### config.mk
export PLATFORM = sky130hd
export DESIGN_NAME = event_frame_builder
export DESIGN_NICKNAME = d
export VERILOG_FILES = /design/src/rtl/event_frame_builder_pkg.sv /design/src/rtl/event_frame_builder_payload_buffer.sv /design/src/rtl/event_frame_builder.sv
export SDC_FILE = /design/constraint.sdc
export NUM_CORES = 1
export LEC_CHECK = 0
export CAP_MARGIN = 10
export CELL_PAD_IN_SITES_DETAIL_PLACEMENT = 1
export CELL_PAD_IN_SITES_GLOBAL_PLACEMENT = 2
export CORE_MARGIN = 10
export CORE_UTILIZATION = 32
export CTS_BUF_LIST = sky130_fd_sc_hd__clkbuf_8
export CTS_CLUSTER_DIAMETER = 40
export DETAILED_ROUTE_END_ITERATION = 12
export GPL_TIMING_DRIVEN = 0
export MAX_ROUTING_LAYER = met4
export PLACE_DENSITY_LB_ADDON = 0.1
export SETUP_SLACK_MARGIN = 0.15
export SLEW_MARGIN = 20
export SYNTH_ARGS = -nofsm -noshare
export SYNTH_HDL_FRONTEND = slang
export SYNTH_HIERARCHICAL = 1
export SYNTH_SLANG_ARGS = --single-unit
### constraint.sdc
create_clock -name Clock -period 2.5 [get_ports Clock]
set_input_delay 0.375 -clock Clock [delete_from_list [all_inputs] [get_ports Clock]]
set_output_delay 0.375 -clock Clock [all_outputs]
set_load 0.1 [all_outputs]
### src/rtl/event_frame_builder_pkg.sv
// Shared definitions for the event frame builder: FSM encodings, default
// header/trailer tags and frame word layout helpers.
package event_frame_builder_pkg;

  localparam logic [7:0] C_HEADER_TAG  = 8'hA5;
  localparam logic [7:0] C_TRAILER_TAG = 8'h5A;

  // Header carries the length in its low 16 bits, trailer the trigger count in its low 12.
  localparam int C_HDR_LEN_W = 16;
  localparam int C_TRG_W     = 12;

  typedef logic [2:0] t_state;

  localparam t_state ST_IDLE    = 3'd0;
  localparam t_state ST_HEADER  = 3'd1;
  localparam t_state ST_EVNUM   = 3'd2;
  localparam t_state ST_DATA    = 3'd3;
  localparam t_state ST_TRAILER = 3'd4;

  function automatic logic [31:0] f_header(input logic [7:0] tag,
                                           input logic [C_HDR_LEN_W-1:0] len);
    return {tag, 8'h00, len};
  endfunction

  function automatic logic [31:0] f_trailer(input logic [7:0] tag,
                                            input logic [C_TRG_W-1:0] trg);
    return {tag, 12'h000, trg};
  endfunction

endpackage

### src/rtl/event_frame_builder_payload_buffer.sv
// Payload side of the frame builder: issues lockstep FIFO reads, holds one
// 64-bit sample set and hands it out as two 32-bit words, counting triggers.
module frame_payload_buffer
  import event_frame_builder_pkg::*;
#(
  parameter int g_Len_Width = 12
) (
  input  logic                   Clock,
  input  logic                   Reset_N,
  input  logic                   i_load,
  input  logic [g_Len_Width-1:0] i_len,
  input  logic                   i_active,
  input  logic                   i_clear_trg,
  input  logic                   i_fifo_empty,
  input  logic                   i_out_ready,
  input  logic [15:0]            i_q0,
  input  logic [15:0]            i_q1,
  input  logic [15:0]            i_q2,
  input  logic [15:0]            i_q3,
  output logic                   o_re,
  output logic                   o_word_valid,
  output logic [31:0]            o_word,
  output logic                   o_done,
  output logic [C_TRG_W-1:0]     o_trg_cnt
);

  logic [63:0]            r_h;
  logic                   r_h_valid;
  logic                   r_half;
  logic                   r_rd_pending;
  logic [g_Len_Width-1:0] r_rd_remaining;
  logic [C_TRG_W-1:0]     r_trg_cnt;

  logic w_word_accept;
  logic w_slot_free;
  logic w_any_trg;

  assign w_word_accept = i_active & r_h_valid & i_out_ready;
  // A new read may be issued while the second half is leaving, so the
  // refill overlaps the last handshake of the previous sample set.
  assign w_slot_free   = ~r_h_valid | (r_half & i_out_ready);
  assign w_any_trg     = i_q0[15] | i_q1[15] | i_q2[15] | i_q3[15];

  assign o_re = i_active & (r_rd_remaining != '0) & ~i_fifo_empty
              & ~r_rd_pending & w_slot_free;
  assign o_done = w_word_accept & r_half & (r_rd_remaining == '0) & ~r_rd_pending;

  assign o_word_valid = r_h_valid;
  assign o_word       = r_half ? r_h[63:32] : r_h[31:0];
  assign o_trg_cnt    = r_trg_cnt;

  always_ff @(posedge Clock or negedge Reset_N) begin
    if (!Reset_N) begin
      r_h            <= '0;
      r_h_valid      <= 1'b0;
      r_half         <= 1'b0;
      r_rd_pending   <= 1'b0;
      r_rd_remaining <= '0;
      r_trg_cnt      <= '0;
    end else begin
      if (i_load) begin
        r_rd_remaining <= i_len;
      end else if (o_re) begin
        r_rd_remaining <= r_rd_remaining - 1'b1;
      end

      r_rd_pending <= o_re;

      if (r_rd_pending) begin
        r_h       <= {i_q3, i_q2, i_q1, i_q0};
        r_h_valid <= 1'b1;
        r_half    <= 1'b0;
      end else if (w_word_accept) begin
        if (r_half) begin
          r_h_valid <= 1'b0;
          r_half    <= 1'b0;
        end else begin
          r_half <= 1'b1;
        end
      end

      if (i_clear_trg) begin
        r_trg_cnt <= '0;
      end else if (r_rd_pending && w_any_trg && (r_trg_cnt != '1)) begin
        r_trg_cnt <= r_trg_cnt + 1'b1;
      end
    end
  end

endmodule

### src/rtl/event_frame_builder.sv
// Packs one event from the four channel FIFOs into a 32-bit framed stream
// (header, event number, payload, trailer) with a valid/ready output.
module event_frame_builder
  import event_frame_builder_pkg::*;
#(
  parameter int         g_Len_Width   = 12,
  parameter logic [7:0] g_Header_Tag  = C_HEADER_TAG,
  parameter logic [7:0] g_Trailer_Tag = C_TRAILER_TAG
) (
  input  logic                   Clock,
  input  logic                   Reset_N,
  input  logic                   Event_Start,
  input  logic [g_Len_Width-1:0] Sample_Words,
  input  logic                   Fifo_Empty,
  output logic                   RE,
  input  logic [15:0]            Q_0,
  input  logic [15:0]            Q_1,
  input  logic [15:0]            Q_2,
  input  logic [15:0]            Q_3,
  output logic [31:0]            Out_Data,
  output logic                   Out_Valid,
  input  logic                   Out_Ready,
  output logic                   Out_Last,
  output logic                   Busy,
  output logic [15:0]            Dropped_Count
);

  t_state                 r_state;
  logic [g_Len_Width-1:0] r_len;
  logic [31:0]            r_event_cnt;
  logic [15:0]            r_dropped;

  logic                   w_hs;
  logic                   w_busy;
  logic                   w_pl_valid;
  logic [31:0]            w_pl_word;
  logic                   w_pl_done;
  logic [C_TRG_W-1:0]     w_trg_cnt;

  assign w_busy        = (r_state != ST_IDLE);
  assign w_hs          = Out_Valid & Out_Ready;
  assign Busy          = w_busy;
  assign Dropped_Count = r_dropped;

  frame_payload_buffer #(
    .g_Len_Width (g_Len_Width)
  ) u_payload (
    .Clock        (Clock),
    .Reset_N      (Reset_N),
    .i_load       ((r_state == ST_EVNUM) && w_hs),
    .i_len        (r_len),
    .i_active     (r_state == ST_DATA),
    .i_clear_trg  ((r_state == ST_TRAILER) && w_hs),
    .i_fifo_empty (Fifo_Empty),
    .i_out_ready  (Out_Ready),
    .i_q0         (Q_0),
    .i_q1         (Q_1),
    .i_q2         (Q_2),
    .i_q3         (Q_3),
    .o_re         (RE),
    .o_word_valid (w_pl_valid),
    .o_word       (w_pl_word),
    .o_done       (w_pl_done),
    .o_trg_cnt    (w_trg_cnt)
  );

  always_ff @(posedge Clock or negedge Reset_N) begin
    if (!Reset_N) begin
      r_state     <= ST_IDLE;
      r_len       <= '0;
      r_event_cnt <= '0;
      r_dropped   <= '0;
    end else begin
      case (r_state)
        ST_IDLE: begin
          if (Event_Start) begin
            r_len   <= Sample_Words;
            r_state <= ST_HEADER;
          end
        end
        ST_HEADER: begin
          if (w_hs) r_state <= ST_EVNUM;
        end
        ST_EVNUM: begin
          if (w_hs) begin
            r_event_cnt <= r_event_cnt + 32'd1;
            r_state     <= (r_len != '0) ? ST_DATA : ST_TRAILER;
          end
        end
        ST_DATA: begin
          if (w_pl_done) r_state <= ST_TRAILER;
        end
        ST_TRAILER: begin
          if (w_hs) r_state <= ST_IDLE;
        end
        default: r_state <= ST_IDLE;
      endcase

      // Includes the trailer handshake cycle, where Busy is still high.
      if (Event_Start && w_busy && (r_dropped != 16'hFFFF)) begin
        r_dropped <= r_dropped + 16'd1;
      end
    end
  end

  always_comb begin
    Out_Data  = '0;
    Out_Valid = 1'b0;
    Out_Last  = 1'b0;
    case (r_state)
      ST_HEADER: begin
        Out_Data  = f_header(g_Header_Tag, C_HDR_LEN_W'(r_len));
        Out_Valid = 1'b1;
      end
      ST_EVNUM: begin
        Out_Data  = r_event_cnt;
        Out_Valid = 1'b1;
      end
      ST_DATA: begin
        Out_Data  = w_pl_word;
        Out_Valid = w_pl_valid;
      end
      ST_TRAILER: begin
        Out_Data  = f_trailer(g_Trailer_Tag, w_trg_cnt);
        Out_Valid = 1'b1;
        Out_Last  = 1'b1;
      end
      default: ;
    endcase
  end

endmodule

==> results.tsv <==
stage	metric	value	unit
timing	slew margin rel.	35.7	%
power	Power per Cell Area	1450	nW/um2
route	DRT antenna net count	0	
die	Starting Density	32.5	%
timing	TNS Setup	0	ps
route	DR iter-0 viols	376	
timing	Least-Margin Pin Slew	968	ps
global_route	global route overflow	0	
route	WL/cell	21.3	um
yosys	register area share after synthesis	48.9	%
yosys	most numerous cell in the Yosys netlist	dfrtp_1	
cells_and_area	Register Area	3850	um2
die	I/O Pins	133	
clocking	clk buf depth	2	
yosys	cell taking the most area after synthesis	dfrtp_1	
worst_setup_path	crit path kind	flip-flop to output port	
yosys	EDFF count, synth	0	
clocking	clock sink count	154	
power	Leak	4.95	nW
route	routed vias	6393	
cells_and_area	Final Non-Filler Cells	1227	
yosys	number of synthesized register bits	154	
yosys	leading cell types by count after synthesis	dfrtp_1 (154), mux2_2 (109), nor2_1 (55)	
timing	Setup-failing EPs final	0	
global_route	initial antenna violation count	0	
clocking	cts bufs inserted	17	
route	DR DRC count	0	
cells_and_area	P&R area growth vs syn	48.5	%
cells_and_area	Multi-input gate area	4610	um2
worst_setup_path	nature of the critical path endpoint	output port	
yosys	main flop type after synthesis	dfrtp_1	
die	FP Rows	57	
worst_setup_path	R2R depth	9	
yosys	most area-consuming cells after synthesis	dfrtp_1 (49%), mux2_2 (16%), mux2i_1 (3.8%), xnor2_1 (2.9%), xor2_1 (2.7%)	
cells_and_area	share of cells above drive strength 1	36.8	%
timing	FMAX	412	MHz
placement	DP Wirelength	18.9	mm
yosys	Post-Syn Instances	704	
worst_hold_path	Hold Path Class	input port to asynchronous set/reset pin	
die	Die H	177	um
timing	Fin. Hold Viols	0	
timing	Slew Viols, Final	0	
placement	gpl congestion	0.842	
timing	RSZ-0062 raised after global routing	yes	
yosys	Syn Std Cell Area	7880	um2
route	final wirelength	26.1	mm
clocking	Reg clk slew, reported paths	90	ps
worst_setup_path	critical-path maximum fanout	7	
yosys	synthesized net count	790	
placement	port bufs	132	
route	drt pass-1 iters	4	
route	vias per inst	5.21	
worst_setup_path	CP arrival	2050	ps
cells_and_area	fin nets	977	
outcome	status	complete, no violations	
flow_run	max_cap viols	0	
timing	Tcrit/Tclk final	97.1	%
cells_and_area	fill cell count	2529	
die	Die ar.	31300	um2
die	die width	177	um
clocking	CTS tree	yes	
yosys	post-synth cell types	57	
clocking	latest clock arrival within the worst-skew pair	470	ps
cells_and_area	ANT cells	0	
global_route	Tot GR Track Use	17.1	%
placement	Placed Instances	1161	
yosys	area share of the leading cell type in the synthesized netlist	48.9	%
yosys	Yosys warning total	6	
worst_setup_path	Data required, critical path	2120	ps
clocking	H-tree levels	4	
clocking	CTS root buffer	clkbuf_8	
timing	Final Critical Period	2430	ps
global_route	largest net degree at the start of global routing	90	
yosys	synthesized area per cell	11.2	um2
die	Core ar.	24200	um2
timing	skew final	15.3	ps
power	Peak VDD IR	1870	uV
worst_setup_path	startpoint type of the worst setup path	flip-flop	
global_route	first-pass GRT wire length	40.9	mm
yosys	FFs w/ async S/R, synth	100	%
global_route	vias in the first global route	7138	
==> through the flow <==
| step | setup WS (ps) | util [%] | hold WS (ps) | total power [mW] | area [um2] |
|---|---|---|---|---|---|
| global route | -13.6 | 48.2 | 481 | 17.7 | 11700 |
| global placement | -5500 | 41.1 | 463 | 12.5 | 9980 |
| CTS | -0.637 | 47.3 | 459 | 16.8 | 11500 |
| floorplan | -59.8 | - | 79.4 | 10.5 | 8250 |
| detailed placement | -1240 | 41.3 | 376 | 12.7 | 10000 |
| finish | 72.9 | 48.2 | 451 | 17.0 | 11700 |
==> layer usage <==
metal  part of all wire, %  vias to the layer above  track usage (%)
met1                    42                     3316             19.8
met5                     0                        -                -
met2                    54                       96             29.8
met4                   1.1                        0             4.52
li1                      -                     2967                -
met3                   2.9                       14             3.18
==> state kept, by name (all words and copies together) (netlist names) <==
| name | cells |
|---|---|
| Dropped_Count | 16 |
| r_event_cnt | 32 |
| r_len | 12 |
| r_state | 3 |
| u_payload/o_trg_cnt | 12 |
| u_payload/o_word_valid | 1 |
| u_payload/r_h | 64 |
| u_payload/r_half | 1 |
| u_payload/r_rd_pending | 1 |
| u_payload/r_rd_remaining | 12 |
==> logic make-up (layout without fill, tap and decap cells) <==
kind of cell               Yosys count  count (layout)  share of synthesized area (%)
AOI/OAI and AO/OA                   89              89                           7.56
xor gates and xnor gates            50              50                           5.56
adders and majority gates            5               5                          0.794
buffers and inverters               50             247                           2.72
DFF                                154             154                           48.9
muxes                              139             139                           19.4
and+or+nand+nor                    217             219                           15.1
==> cell type report <==
cell class              instances  share of cell area, %
well taps                     324                   3.47
multi-input cells             502                   39.4
clock buffers                  19                   2.24
repair buffers                166                   17.0
clock inverters                12                   1.40
plain buffers                  32                   2.90
flip-flops and latches        154                   32.9
inverters                      18                  0.727
==> path summary, 6_finish.rpt <==
| kind | start | slack [ps] | end |
|---|---|---|---|
| hold / removal | Reset_N | 450 | u_payload/r_rd_remaining[10] |
| setup reg to reg | r_state[2] | 200 | u_payload/r_rd_remaining[10] |
| setup / recovery | u_payload/r_half | 70 | Out_Data[11] |
| max in group asynchronous | Reset_N | 1200 | u_payload/r_h[47] |
| hold reg to reg | r_event_cnt[31] | 500 | r_event_cnt[31] |
| min in group Clock | r_event_cnt[31] | 500 | r_event_cnt[31] |
==> placed cells by master (no fill, tap or decap), drive strengths merged, types with 15 or more instances in the layout <==
| cell | Yosys | routed |
|---|---|---|
| buf | 7 | 78 |
| clkbuf | 25 | 42 |
| clkdlybuf4s50 | 0 | 79 |
| dfrtp | 154 | 154 |
| dlygate4sd2 | 0 | 16 |
| inv | 16 | 18 |
| mux2 | 109 | 109 |
| mux2i | 30 | 30 |
| nand2 | 31 | 31 |
| nand3 | 33 | 33 |
| nand4 | 20 | 20 |
| nor2 | 55 | 57 |
| nor4 | 15 | 15 |
| o21ai | 19 | 19 |
| xnor2 | 26 | 26 |
| xor2 | 24 | 24 |
==> critical path, stage by stage, from the launching register on <==
cell and delay, ps:
dfrtp_1 410, clkbuf_16 190, clkbuf_16 170, mux2_4 300, mux2i_1 170, o22ai_2 160, buf_12 190
==> repair_timing <==
item,CTS,global route
setup buffers,19,10
pin swaps,16,21
hold endpoints to repair,65,0
cloned,4,2
hold buffers,1,0
resized for setup,439,39
setup endpoints to repair,64,42
==> power by group <==
group / leakage [nW] / total, mW / switching (mW) / internal (mW)
clock network: 0.213 / 2.06 / 1.01 / 1.05
registers: 1.91 / 4.17 / 0.804 / 3.37
logic: 2.82 / 10.7 / 6.18 / 4.55
Power figures use the tool's default switching activity.
